<file path="config.mk">
export PLATFORM = sky130hd
export DESIGN_NAME = fetch_decode_pipe
export DESIGN_NICKNAME = d
export VERILOG_FILES = /design/src/rtl/pipe_pkg.sv /design/src/rtl/sat_counter.sv /design/src/rtl/fetch_decode_pipe.sv
export SDC_FILE = /design/constraint.sdc
export NUM_CORES = 1
export LEC_CHECK = 0
export CAP_MARGIN = 20
export CORE_ASPECT_RATIO = 1.5
export CORE_MARGIN = 2
export CORE_UTILIZATION = 45
export DETAILED_ROUTE_END_ITERATION = 16
export HOLD_SLACK_MARGIN = 0.1
export PLACE_DENSITY = 0.82
export SYNTH_ARGS = -nofsm -noshare
export SYNTH_HDL_FRONTEND = slang
export SYNTH_SLANG_ARGS = --single-unit
</file>
<file path="constraint.sdc">
create_clock -name clk -period 2.4 [get_ports clk]
set_clock_uncertainty 0.05 [all_clocks]
set_input_delay 0.48 -clock clk [delete_from_list [all_inputs] [get_ports clk]]
set_output_delay 0.48 -clock clk [all_outputs]
set_load 0.01 [all_outputs]
</file>
<file path="src/rtl/pipe_pkg.sv">
// Shared constants and status-FSM encoding for the fetch/decode pipeline slice.
package pipe_pkg;

   localparam int unsigned PC_W         = 32;
   localparam int unsigned CTRL_W_DEF   = 10;
   localparam logic [31:0] NOP_INSTR    = 32'h0000_0000;
   localparam logic [31:0] RESET_PC_DEF = 32'h0000_0000;

   typedef enum logic [1:0] {
      ST_RUN   = 2'd0,
      ST_STALL = 2'd1,
      ST_ERR   = 2'd2
   } stat_state_e;

endpackage

</file>
<file path="src/rtl/sat_counter.sv">
// Saturating up-counter with async active-low clear; ENABLE=0 ties it off at zero.
module sat_counter #(
   parameter int unsigned WIDTH  = 16,
   parameter bit          ENABLE = 1'b1
) (
   input  logic             clk,
   input  logic             rst_n,
   input  logic             inc_en,
   output logic [WIDTH-1:0] cnt
);

   logic [WIDTH-1:0] cnt_q;
   logic [WIDTH-1:0] cnt_d;

   always_comb begin
      cnt_d = cnt_q;
      if (ENABLE && inc_en && (cnt_q != {WIDTH{1'b1}})) begin
         cnt_d = cnt_q + WIDTH'(1);
      end
   end

   always_ff @(posedge clk or negedge rst_n) begin
      if (!rst_n) begin
         cnt_q <= '0;
      end else begin
         cnt_q <= cnt_d;
      end
   end

   assign cnt = cnt_q;

endmodule

</file>
<file path="src/rtl/fetch_decode_pipe.sv">
// PC, IF/ID and ID/EX registers driven by hazard-unit controls, with stall/flush
// statistics and a sticky excessive-stall status FSM.
module fetch_decode_pipe
   import pipe_pkg::*;
#(
   parameter logic [31:0] RESET_PC    = RESET_PC_DEF,
   parameter int unsigned CTRL_W      = CTRL_W_DEF,
   parameter int unsigned CNT_W       = 16,
   parameter int unsigned STALL_LIMIT = 4
) (
   input  logic              clk,
   input  logic              rst_n,
   input  logic              PC_wr_en,
   input  logic              IF_ID_wr_en,
   input  logic              nop_flag,
   input  logic              flush_flag,
   input  logic [PC_W-1:0]   pc_next,
   input  logic [31:0]       if_instr,
   input  logic [CTRL_W-1:0] id_ctrl,
   output logic [PC_W-1:0]   pc,
   output logic [31:0]       IF_ID_instr,
   output logic [PC_W-1:0]   IF_ID_pc4,
   output logic              IF_ID_valid,
   output logic [CTRL_W-1:0] ID_EX_ctrl,
   output logic              ID_EX_valid,
   output logic [CNT_W-1:0]  stall_cnt,
   output logic [CNT_W-1:0]  flush_cnt,
   output logic              stall_err
);

   localparam int unsigned CONS_W = ($clog2(STALL_LIMIT + 1) < 1) ? 1 : $clog2(STALL_LIMIT + 1);

   logic [PC_W-1:0]   pc_q, pc_d;
   logic [31:0]       ifid_instr_q, ifid_instr_d;
   logic [PC_W-1:0]   ifid_pc4_q, ifid_pc4_d;
   logic              ifid_valid_q, ifid_valid_d;
   logic [CTRL_W-1:0] idex_ctrl_q, idex_ctrl_d;
   logic              idex_valid_q, idex_valid_d;
   logic [CONS_W-1:0] consec_q, consec_d;
   stat_state_e       state_q, state_d;
   logic              err_q, err_d;
   logic              flush_take_c;

   // A flush only lands when IF/ID is allowed to load.
   assign flush_take_c = IF_ID_wr_en && flush_flag;

   always_comb begin
      pc_d         = pc_q;
      ifid_instr_d = ifid_instr_q;
      ifid_pc4_d   = ifid_pc4_q;
      ifid_valid_d = ifid_valid_q;
      idex_ctrl_d  = id_ctrl;
      idex_valid_d = ifid_valid_q;

      if (PC_wr_en) begin
         pc_d = pc_next;
      end

      if (flush_take_c) begin
         ifid_instr_d = NOP_INSTR;
         ifid_pc4_d   = '0;
         ifid_valid_d = 1'b0;
      end else if (IF_ID_wr_en) begin
         ifid_instr_d = if_instr;
         ifid_pc4_d   = pc_q + PC_W'(4);
         ifid_valid_d = 1'b1;
      end

      if (nop_flag) begin
         idex_ctrl_d  = '0;
         idex_valid_d = 1'b0;
      end
   end

   // Status FSM: consecutive-stall tracking, ERR is sticky until reset.
   always_comb begin
      consec_d = '0;
      state_d  = state_q;
      if (nop_flag) begin
         consec_d = (consec_q == CONS_W'(STALL_LIMIT)) ? consec_q : consec_q + CONS_W'(1);
      end
      case (state_q)
         ST_RUN: begin
            if (nop_flag) begin
               state_d = (consec_d >= CONS_W'(STALL_LIMIT)) ? ST_ERR : ST_STALL;
            end
         end
         ST_STALL: begin
            if (!nop_flag) begin
               state_d = ST_RUN;
            end else if (consec_d >= CONS_W'(STALL_LIMIT)) begin
               state_d = ST_ERR;
            end
         end
         ST_ERR:  state_d = ST_ERR;
         default: state_d = ST_RUN;
      endcase
      err_d = (state_d == ST_ERR);
   end

   always_ff @(posedge clk or negedge rst_n) begin
      if (!rst_n) begin
         pc_q         <= RESET_PC;
         ifid_instr_q <= NOP_INSTR;
         ifid_pc4_q   <= '0;
         ifid_valid_q <= 1'b0;
         idex_ctrl_q  <= '0;
         idex_valid_q <= 1'b0;
         consec_q     <= '0;
         state_q      <= ST_RUN;
         err_q        <= 1'b0;
      end else begin
         pc_q         <= pc_d;
         ifid_instr_q <= ifid_instr_d;
         ifid_pc4_q   <= ifid_pc4_d;
         ifid_valid_q <= ifid_valid_d;
         idex_ctrl_q  <= idex_ctrl_d;
         idex_valid_q <= idex_valid_d;
         consec_q     <= consec_d;
         state_q      <= state_d;
         err_q        <= err_d;
      end
   end

   sat_counter #(.WIDTH(CNT_W), .ENABLE(1'b1)) u_stall_cnt (
      .clk    (clk),
      .rst_n  (rst_n),
      .inc_en (nop_flag),
      .cnt    (stall_cnt)
   );

   sat_counter #(.WIDTH(CNT_W), .ENABLE(1'b1)) u_flush_cnt (
      .clk    (clk),
      .rst_n  (rst_n),
      .inc_en (flush_take_c),
      .cnt    (flush_cnt)
   );

   assign pc          = pc_q;
   assign IF_ID_instr = ifid_instr_q;
   assign IF_ID_pc4   = ifid_pc4_q;
   assign IF_ID_valid = ifid_valid_q;
   assign ID_EX_ctrl  = idex_ctrl_q;
   assign ID_EX_valid = idex_valid_q;
   assign stall_err   = err_q;

endmodule

</file>
[After elaboration in Yosys (flattened, before gate mapping)]
Cells that the tools add are included.
Storage, ports and cells
  input bits: 80
  register bits: 146
  word-level logic and storage cells: 42
Cells by class
  reduce and logical (&&, ||, !) cells: 5
  multiplexer cells: 15
  $lt $le $gt $ge: 1
  equality and inequality tests: 6
  add/subtract/negate cells: 4
Operator list (count)
  $mux 32: 4
  $add 16x1->16 const B: 2
  $add 32x3->32 const B: 1
  $ne 16x16->1 const B: 2
  $mux 10: 1
  $mux 2: 4
  $mux 3: 2
  $pmux 2 s3: 1
  $eq 2x2->1 const B: 2
  $add 3x1->3 const B: 1
  $eq 3x3->1 const B: 1
  $ge 3x3->1 const B: 1
  $logic_and 1x1->1: 3
  $mux 1: 3
  $eq 2x1->1 const B: 1
  $logic_not 2->1: 1
  $reduce_bool 2->1: 1

[Depth between registers and ports, before layout]
Gate-level depths: netlist of the first run.
  depth after elaboration: 8
  mapped depth: 6

[Hierarchy]
From an unflattened synthesis of the first run, not the netlist that was laid out.
Second synthesis, totals
  cells, all modules: 543
  area, all modules: 6546.3 um2
Modules (own cells, without submodules)
  fetch_decode_pipe: instances 1, cells an instance 399, area each 4827.1 um2, seq. area each 2852.7 um2
  sat_counter: instances 2, cells an instance 72, area each 859.6 um2, seq. area each 400.4 um2

[Worst setup path before layout of the first run]
OpenSTA, ideal clock, no wires.
  kind: register to register
  start point: reg u_flush_cnt.cnt_q[0], in the netlist u_flush_cnt.cnt[0]
  end point: reg u_flush_cnt.cnt_q[1], in the netlist u_flush_cnt.cnt[1]
  required time: 2.225 ns
  clock period less this slack: 1.752 ns
  arrival: 1.577 ns
  path buffers: 1
  library setup time: 0.125 ns
  cell stages (with the launch flop): 6
  path slack: 0.648 ns
  cell sequence: dfrtp_1 -> ha_1 -> nand3_1 -> o21a_1 -> clkbuf_1 -> mux2_2
On the way
  cells in the longest elaborated chain, start to end: 2
  elaborated cells on any way between the ends: 3
  classes of those cells: add/sub (1); eq/ne (1); reduce/logical (1)
RTL lines
  start: declaration: RTL line sat_counter.sv:12  | logic [WIDTH-1:0] cnt_q;
  start signal: assignment: RTL line sat_counter.sv:26  | cnt_q <= cnt_d;
  branches (longest 2 deep; another with $add 16x1->16)
Several ways; the timed one is not identified.
A chain may end at the register's enable or synchronous reset.

[Final worst setup path of the first run]
  start point: reg pc_q[9], in the netlist pc[9]
  end point: out pc[9]
RTL lines
  start: declaration: RTL line fetch_decode_pipe.sv:33  | logic [PC_W-1:0] pc_q, pc_d;
  start signal: assignment: RTL line fetch_decode_pipe.sv:113  | pc_q <= pc_d;
  end: declaration: RTL line fetch_decode_pipe.sv:20  | output logic [PC_W-1:0] pc,
No word-level cell between the ends.

==> results list, run 1 <==
- sky130_fd_sc_hd__dfrtp_1 takes more of the synthesized area than any other cell.
* Number of antenna violations at the first check in global routing: 0
- Number of iterations in the first detailed-routing pass: 4
* Crit Path Category: reg2out
- Leakage power: 3.88 nW
* Portion of the post-synthesis area used by sequential elements: 60.1%
- Setup violations remaining at the end of the flow were counted as 0.
- Fill cells in the final layout number 964.
- The hold violation total from the final report came to 0.
- Number of buffers created by CTS: 17
* Met2 track demand over resource: 41.9%
- Highest net fanout along the worst path: 7
- After floorplanning, the core was divided into 52 placement rows.
- The cell count after synthesis came out at 476.
- Clock latency on the worst-skew pair, taken at its later pin, is 410 ps.
- The area growth from synthesis to layout is 50.4%.
- Crit path cell chain: clkdlybuf4s50_1
- Yosys warns: 0
* Post-Syn Nets: 561
- Setup Total Neg Slack: 0 ps
- Largest delay contributor family on the critical path: buffers and inverters
* Total inserted antenna cells: 0
- Cell internal power was estimated by the tool at 5.16 mW.
* Path class of the lowest-slack min-delay path: reg2reg
- Of the total power, the share spent switching nets is 27.8%.
- Sequential share of power: 42.7%
* Die Wd: 98.9 um
* Count of hold buffers inserted by post-cts repair: 1
- PwrDens: 781 mW/mm^2
- For this design the total switching power over the nets is 1.99 mW.
* Most heavily used metal layer in global routing: met2
* Die outline area: 0.0145 mm^2
- After clock tree synthesis, the clock-pin slew on the worst setup and hold paths is 60 ps.
- Entering global routing, the biggest net connects 60 pins.
* Yosys cell types: 37
* Vias: 4809
- Biggest area contributors in the synthesized netlist: sky130_fd_sc_hd__dfrtp_1, sky130_fd_sc_hd__a22o_1, sky130_fd_sc_hd__xnor2_1, sky130_fd_sc_hd__mux2_2, sky130_fd_sc_hd__nand3_1
- Worst-path cell with the longest stage delay: sky130_fd_sc_hd__clkdlybuf4s50_1
- Measured against its own limit, the worst slew margin works out to 66.5%.
- H-tree level count: 4
- STA classifies the critical path endpoint as an output port.
- Data arrival time of the worst path: 1520 ps
- DRC violations left: 0
- RSZ-0062 raised after global routing: no
- Layout Cells excl Fill: 878
- Avg Vias per Cell: 5.48
* Number of slew-limit violations in the final report: 0
- Of all flip-flops after synthesis, the portion carrying an async set or reset was 100%.
* Number of I/O port buffers: 220
- Share of the synthesized area in the top cell type: 60.1%
* Maximum clock path buffer count: 2
- Buffers added to address setup during post-CTS repair amount to 0.
- Gp weighted congestion: 0.825
- Crit-path max cell delay: 610 ps
* Starting utilization of the core area: 45.6%
* Gr usage total: 22.8%
- Combinational share of power: 20.0%
- Synthesized area: 0.00608 mm^2
- Final global-route overflow total: 0
* Core Area: 0.0133 mm^2
* Combined buffer and inverter count along the critical path: 1
* Max rail drop VDD: 0.000473 V
- Global routing used 24.3% of the available met1 tracks.
- A synthesized cell averages 12.8 um^2.
- Time the final worst path needs with I/O delays and setup: 2050 ps
- Ports placed on the boundary: 221
* Fraction of final layout cells sized beyond drive strength 1: 11.6%
- After legalization and detailed placement, the total HPWL measured 11700 um.
- Commonest non-fill, non-tap cell in the layout: sky130_fd_sc_hd__clkdlybuf4s50_1
* Max-capacitance violation count: 0
- Instance count after placement with tap cells included: 845
* Total Wirelength: 16300 um
* Worst endpoint required time: 1870 ps
- Number of global-route vias before repair: 5172
- In the final routed layout, each cell accounts on average for 18.5 um.
* Startpoint type of the worst setup path: flip-flop
* Antenna-violating nets left: 0
* Die Height: 146 um
- Final period util: 85.5%
- Wire length of the first global-routing pass: 26300 um
- Counting flops with a built-in enable in the synthesized netlist gives 0.
* Result of the run: complete, no violations
- Worst-case setup slack after placement: 235 ps
- Slew at the pin with the worst max-slew slack: 498 ps
* Total power draw: 7.15 mW
* Clock network fraction of total power: 37.3%
- Derived from the worst setup path, the maximum achievable clock frequency is 487 MHz.
- Ys flop type: sky130_fd_sc_hd__dfrtp_1
- Met3 track demand over resource in global routing: 6.27%
* Total number of clock tree sinks: 146
* Library cell used as clock root buffer: sky130_fd_sc_hd__clkbuf_16
* Net count of the finished layout: 788
- In the layout the commonest cells are sky130_fd_sc_hd__clkdlybuf4s50_1, sky130_fd_sc_hd__dfrtp_1, sky130_fd_sc_hd__a22o_1.
* Setup ws final: 348 ps
- CTS resizes: 0
- Clock tree from TritonCTS: built
* Number of synthesized register bits: 146
- The detailed router finished its first iteration with 142 violations.
[routing by layer]
metal	vias up	share of wire, %
met1	2410	36
met4	0	2.6
li1	2180	-
met5	-	0
met3	32	6.3
met2	187	55
[worst paths after layout]
check | cells past startpoint | endpoint | startpoint | slack [ps]
worst max-delay path | 1 | pc[9] | pc[9] | 350
max in group asynchronous | 3 | IF_ID_pc4[25] | rst_n | 1170
worst max register to register | 5 | IF_ID_pc4[25] | pc[4] | 390
min in group asynchronous | 2 | u_stall_cnt.cnt[6] | rst_n | 500
worst min register to register | 1 | u_flush_cnt.cnt[5] | u_flush_cnt.cnt[5] | 440
worst min-delay path | 1 | u_flush_cnt.cnt[5] | u_flush_cnt.cnt[5] | 440
[layout make-up]
type | count | area, um^2 | share of cell area [%]
Sequential cell | 146 | 3650 | 39.9
Clock buffer | 17 | 425 | 4.65
Clock inverter | 15 | 171 | 1.87
Multi-Input combinational cell | 300 | 2320 | 25.4
Tap cell | 162 | 203 | 2.22
Timing Repair Buffer | 230 | 2340 | 25.6
Inverter | 8 | 30.0 | 0.328
[state kept, by name (all words and copies together), names as in the netlist]
signal and flops:
IF_ID_pc4 32, IF_ID_instr 32, state_q 2, ID_EX_ctrl 10
stall_err 1, pc 32, u_flush_cnt.cnt 16, consec_q 3
IF_ID_valid 1, ID_EX_valid 1, u_stall_cnt.cnt 16
[power groups by stage]
stage	Sequential [mW]	Clock, mW	Combinational (mW)
after floorplan	3.15	0	0.450
after global placement	3.06	0	1.40
after detailed placement	3.09	0	1.44
after CTS	3.05	2.72	1.45
after global routing	3.09	2.83	1.54
final	3.05	2.66	1.43
[through the flow]
step | util (%) | area (um^2) | hold WS [ps]
2_1_floorplan | - | 6080 | 134
5_1_grt | 68.6 | 9150 | 466
4_1_cts | 68.6 | 9150 | 447
3_5_place_dp | 64.0 | 8540 | 367
3_3_place_gp | 64.0 | 8540 | 359
6_report | 68.6 | 9150 | 445
[synthesized netlist by cell type, types with 2 or more instances]
library cell / n
sky130_fd_sc_hd__inv_1: 7
sky130_fd_sc_hd__o2bb2ai_1: 2
sky130_fd_sc_hd__nor3_1: 3
sky130_fd_sc_hd__nor2b_1: 11
sky130_fd_sc_hd__o21ai_0: 2
sky130_fd_sc_hd__a21oi_1: 7
sky130_fd_sc_hd__a31oi_1: 3
sky130_fd_sc_hd__nand2b_1: 3
sky130_fd_sc_hd__xnor2_1: 46
sky130_fd_sc_hd__clkbuf_1: 20
sky130_fd_sc_hd__buf_2: 2
sky130_fd_sc_hd__and3_1: 12
sky130_fd_sc_hd__a22o_1: 59
sky130_fd_sc_hd__nor2_1: 9
sky130_fd_sc_hd__nand4_1: 20
sky130_fd_sc_hd__nor3b_1: 2
sky130_fd_sc_hd__xor2_1: 6
sky130_fd_sc_hd__dfrtp_1: 146
sky130_fd_sc_hd__o31ai_1: 4
sky130_fd_sc_hd__ha_1: 5
sky130_fd_sc_hd__nand2_1: 20
sky130_fd_sc_hd__and2_1: 5
sky130_fd_sc_hd__mux2_2: 34
sky130_fd_sc_hd__nand3_1: 27
sky130_fd_sc_hd__and4_1: 9
[logic make-up (layout without fill, tap and decap cells)]
| group | Yosys count | count (layout) | synth area share [%] |
|---|---|---|---|
| flip-flops | 146 | 146 | 60.1 |
| AO/OA/AOI/OAI | 80 | 80 | 10.7 |
| AND/OR/NAND/NOR | 129 | 129 | 12.5 |
| XOR/XNOR | 52 | 52 | 7.49 |
| multiplexers | 34 | 34 | 6.29 |
| buffers and inverters | 30 | 270 | 1.89 |
| adder cells (fa/ha/maj) | 5 | 5 | 1.03 |
(Power assumes the default switching activity.)
==> inputs of run 2 (changes only) <==
--- a/config.mk
+++ b/config.mk
@@ -5,7 +5,6 @@
 export SDC_FILE = /design/constraint.sdc
 export NUM_CORES = 1
 export LEC_CHECK = 0
-export CAP_MARGIN = 20
 export CORE_ASPECT_RATIO = 1.5
 export CORE_MARGIN = 2
 export CORE_UTILIZATION = 45
==> results of run 2 <==
Same layout as run 1: the final DEF is identical, and so are final timing and power.
==> inputs of run 3 (changes only) <==
--- a/config.mk
+++ b/config.mk
@@ -7,10 +7,11 @@
 export LEC_CHECK = 0
 export CORE_ASPECT_RATIO = 1.5
 export CORE_MARGIN = 2
-export CORE_UTILIZATION = 45
+export CORE_UTILIZATION = 46
 export DETAILED_ROUTE_END_ITERATION = 16
 export HOLD_SLACK_MARGIN = 0.1
-export PLACE_DENSITY = 0.82
+export PLACE_DENSITY = 0.87
 export SYNTH_ARGS = -nofsm -noshare
 export SYNTH_HDL_FRONTEND = slang
+export SYNTH_HIERARCHICAL = 1
 export SYNTH_SLANG_ARGS = --single-unit
==> constraint.sdc (replaced) <==
create_clock -name clk -period 2.4 [get_ports clk]
set_clock_uncertainty 0.05 [all_clocks]
set_input_delay 0.48 -clock clk [delete_from_list [all_inputs] [get_ports clk]]
set_output_delay 0.48 -clock clk [all_outputs]
set_load 0.05 [all_outputs]
==> results list, run 3 <==
- The hold violation total from the final report is 0.
- Adding up every negative setup slack in the final design gives 0 ps.
- After synthesis, the largest family of logic cells by area is simple AND/OR/NAND/NOR gates.
- Detailed routing inserted a total of 5528 vias.
* Post-Syn Nets: 628
- Gr usage total: 24.5%
- Die outline area: 0.0152 mm^2
- In this run, the number of DRC markers left after iteration 0 of detailed routing was 358.
* Count of flip-flops with a built-in enable after synthesis: 0
- The clock network accounts for 33.6% of the total power.
* Switching power share of the total: 34.9%
* Largest delay contributor family on the critical path: buffers and inverters
- Number of antenna violations at the first check in global routing: 1
- Mean Syn Cell Area: 12.1 um^2
- Largest net degree at the start of global routing: 59
- Max-slew headroom at the worst pin: 61.8%
- Total of endpoints with negative setup slack in the final report: 0
- Gate count of the mapped netlist: 543
- After floorplanning, the core was divided into 53 placement rows.
* Design internal power: 5.23 mW
* Cell types with the highest counts after synthesis: sky130_fd_sc_hd__dfrtp_1, sky130_fd_sc_hd__a22o_1, sky130_fd_sc_hd__nand3_1, sky130_fd_sc_hd__nand2_1, sky130_fd_sc_hd__mux2_2
- Reg-to-Reg Start: pc[17]
* Starting utilization of the core area: 46.8%
* DRC violations left: 0
* Routed len/inst: 18.6 um
* Adder-cell area share of the yosys netlist: 0.956%
* Most common cell in the netlist: sky130_fd_sc_hd__dfrtp_1
- The worst setup path is launched from a flip-flop.
- Launching instance or port of the critical path: pc[17]
- Together, buffers and inverters on the worst path number 1.
* Slew at the pin with the worst max-slew slack: 571 ps
* Most area-hungry cell type in the Yosys netlist: sky130_fd_sc_hd__dfrtp_1
- Combinational logic is responsible for 28.3% of the overall power.
* Complex-gate fraction of the synthesized area: 14.0%
- TritonCTS built the clock tree.
- The routed design has 18300 um of wire.
- Once layout is complete, the utilization of the core stands at 69.4%.
- Reg2Reg Setup Slack: 370 ps
* Gp weighted congestion: 0.888
* Biggest area contributors in the synthesized netlist: sky130_fd_sc_hd__dfrtp_1, sky130_fd_sc_hd__a22o_1, sky130_fd_sc_hd__mux2_2, sky130_fd_sc_hd__nand3_1, sky130_fd_sc_hd__nand4_1
- Setup repair after global routing left no endpoint under its margin.
- Yosys mapped the design onto 58 distinct sky130hd cell types.
- Crit path cell chain: clkdlybuf4s50_1
- Sequential share of power: 38.2%
* Synthesis-to-layout area growth: 48.3%
- Library cell used as clock root buffer: sky130_fd_sc_hd__clkbuf_16
* Fraction of final layout cells sized beyond drive strength 1: 13.5%
* Clock latency at the later pin of the worst-skew pair: 410 ps
* Crit-path max cell delay: 880 ps
- The first global-routing pass estimated 29100 um of wire.
- Result of the run: complete, no violations
* Ys flop type: sky130_fd_sc_hd__dfrtp_1
* Mux contribution to synthesized area: 4.99%
- Die Height: 150 um
- Basic-gate share of the synthesized area counting and, or, nand and nor cells: 18.5%
- Worst-path cell with the longest stage delay: sky130_fd_sc_hd__clkdlybuf4s50_1
- After layout, the worst path uses 97.3% of the clock period.
* Critical path capture point: pc[17]
- Number of iterations in the first detailed-routing pass: 7
- Number of synthesized register bits: 146
* Avg Vias per Cell: 5.62
- Final global-route overflow total: 0
* Placed wire-length estimate after detailed placement: 13400 um
- The final layout contains 864 nets.
- Maximum clock frequency: 428 MHz
- The clock net in this run drives a total of 146 sinks.
- Ports placed on the boundary: 221
* Highest net fanout along the worst path: 9
* Max rail drop VDD: 0.000553 V
- Critical path endpoint category: output port
- The total count of max-transition violations in the final report was 0.
- Sequential elements use 55.8% of the synthesized area.
- Commonest non-fill, non-tap cells in the layout: sky130_fd_sc_hd__clkdlybuf4s50_1, sky130_fd_sc_hd__dfrtp_1, sky130_fd_sc_hd__a22o_1
* Synthesized area: 0.00655 mm^2
- The critical path in this run is classified as reg2out.
- Core Area: 0.0140 mm^2
* Die Wd: 101 um
* Data arrival time of the worst path: 1810 ps
- Share of the synthesized netlist area taken by xor and xnor gates: 3.61%
- The H-tree generated during clock tree synthesis spans 4 levels.
- The worst register-to-register path ends at IF_ID_pc4[26].
* Switch Pwr: 2.80 mW
- Of all flip-flops after synthesis, the portion carrying an async set or reset was 100%.
* Logic depth of the worst setup path including buffers: 1
* Worst endpoint required time: 1870 ps
- Antenna-violating nets left: 0
- Port buffering added 220 buffers.
* Worst Reg-to-Reg Cells: 4
- In this run the static leakage power is 4.10 nW.
- For this run, the number of Yosys warnings is 6.
- Commonest non-fill, non-tap cell in the layout: sky130_fd_sc_hd__clkdlybuf4s50_1
- Share of the synthesized area in the top cell type: 55.8%
- The path class of the tightest hold or removal check is reg2reg.
- Maximum clock path buffer count: 2
* Time the final worst path needs with I/O delays and setup: 2340 ps
- PwrDens: 827 mW/mm^2
- After clock tree synthesis, the clock-pin slew on the worst setup and hold paths is 60 ps.
- Number of buffers created by CTS: 17
- Total inserted antenna cells: 0
- Number of global-route vias before repair: 5759
- The layout has 969 filler cells.
- Across the run, the number of max-cap violations was 0.
==> run 3: cell types whose count changed after synthesis, sizes merged, moves of 13 or more <==
cell | previous run | this run
a22o | 59 | 46
xnor2 | 46 | 16
nand2 | 20 | 33
nor2 | 9 | 24
==> run 3: what timing repair did <==
item                                   in CTS  in global routing
setup endpoints to repair                   0                  0
buffers inserted                            0                  0
hold buffers                                1                  0
endpoints found under the hold margin      36                  0
resized for setup                           0                  0
==> run 3: worst min-delay path by stage <==
stage,cells past startpoint,to,start
after floorplan,0,ID_EX_ctrl[0],rst_n
after global placement,1,pc[0],rst_n
after detailed placement,1,pc[0],rst_n
after CTS,1,state_q[0],state_q[1]
after global routing,1,state_q[0],state_q[1]
final,1,state_q[0],state_q[1]
==> run 3: area by class of cell <==
type / count / area, um^2 / share of cell area (%)
sequential: 146 / 3650 / 37.6
multi-input combinational: 363 / 2760 / 28.4
timing repair buffer: 241 / 2410 / 24.9
clock buffer: 19 / 443 / 4.56
tap: 192 / 240 / 2.47
clock inverter: 13 / 160 / 1.65
inverter: 10 / 37.5 / 0.387
==> run 3: cells by family (layout without fill, tap and decap cells) <==
family / count (synthesis) / count (layout)
multiplexers: 29 / 29
AND/OR/NAND/NOR: 189 / 189
adder cells (fa/ha/maj): 5 / 5
XOR/XNOR: 27 / 27
buffers and inverters: 34 / 283
flip-flops: 146 / 146
AO/OA/AOI/OAI: 113 / 113
==> run 3: metal layers <==
| metal | GRT usage (%) | up-vias | routed length (um) |
|---|---|---|---|
| met3 | 7.75 | 40 | 1330 |
| met1 | 27.2 | 2729 | 6710 |
| met5 | 0 | - | 13 |
| met2 | 43.5 | 239 | 9870 |
| met4 | 8.92 | 2 | 415 |
| li1 | - | 2518 | - |
==> run 3: power groups by stage <==
stage,logic [mW],clock network (mW),registers [mW]
floorplan,0.459,0,3.96
global placement,2.23,0,3.08
detailed placement,2.27,0,3.10
CTS,2.28,2.74,3.07
global route,2.37,2.84,3.11
finish,2.27,2.70,3.07
==> run 3: metrics by stage <==
| step | total power [mW] | std cells | hold slack (ps) | setup WS, ps | cell area [um^2] |
|---|---|---|---|---|---|
| floorplan | 4.42 | 543 | 134 | 281 | 6550 |
| global placement | 5.31 | 951 | 356 | 179 | 9100 |
| detailed placement | 5.38 | 951 | 360 | 134 | 9100 |
| CTS | 8.09 | 984 | 443 | 61.5 | 9710 |
| global route | 8.32 | 984 | 462 | 1.01 | 9710 |
| finish | 8.03 | 984 | 441 | 64.7 | 9710 |
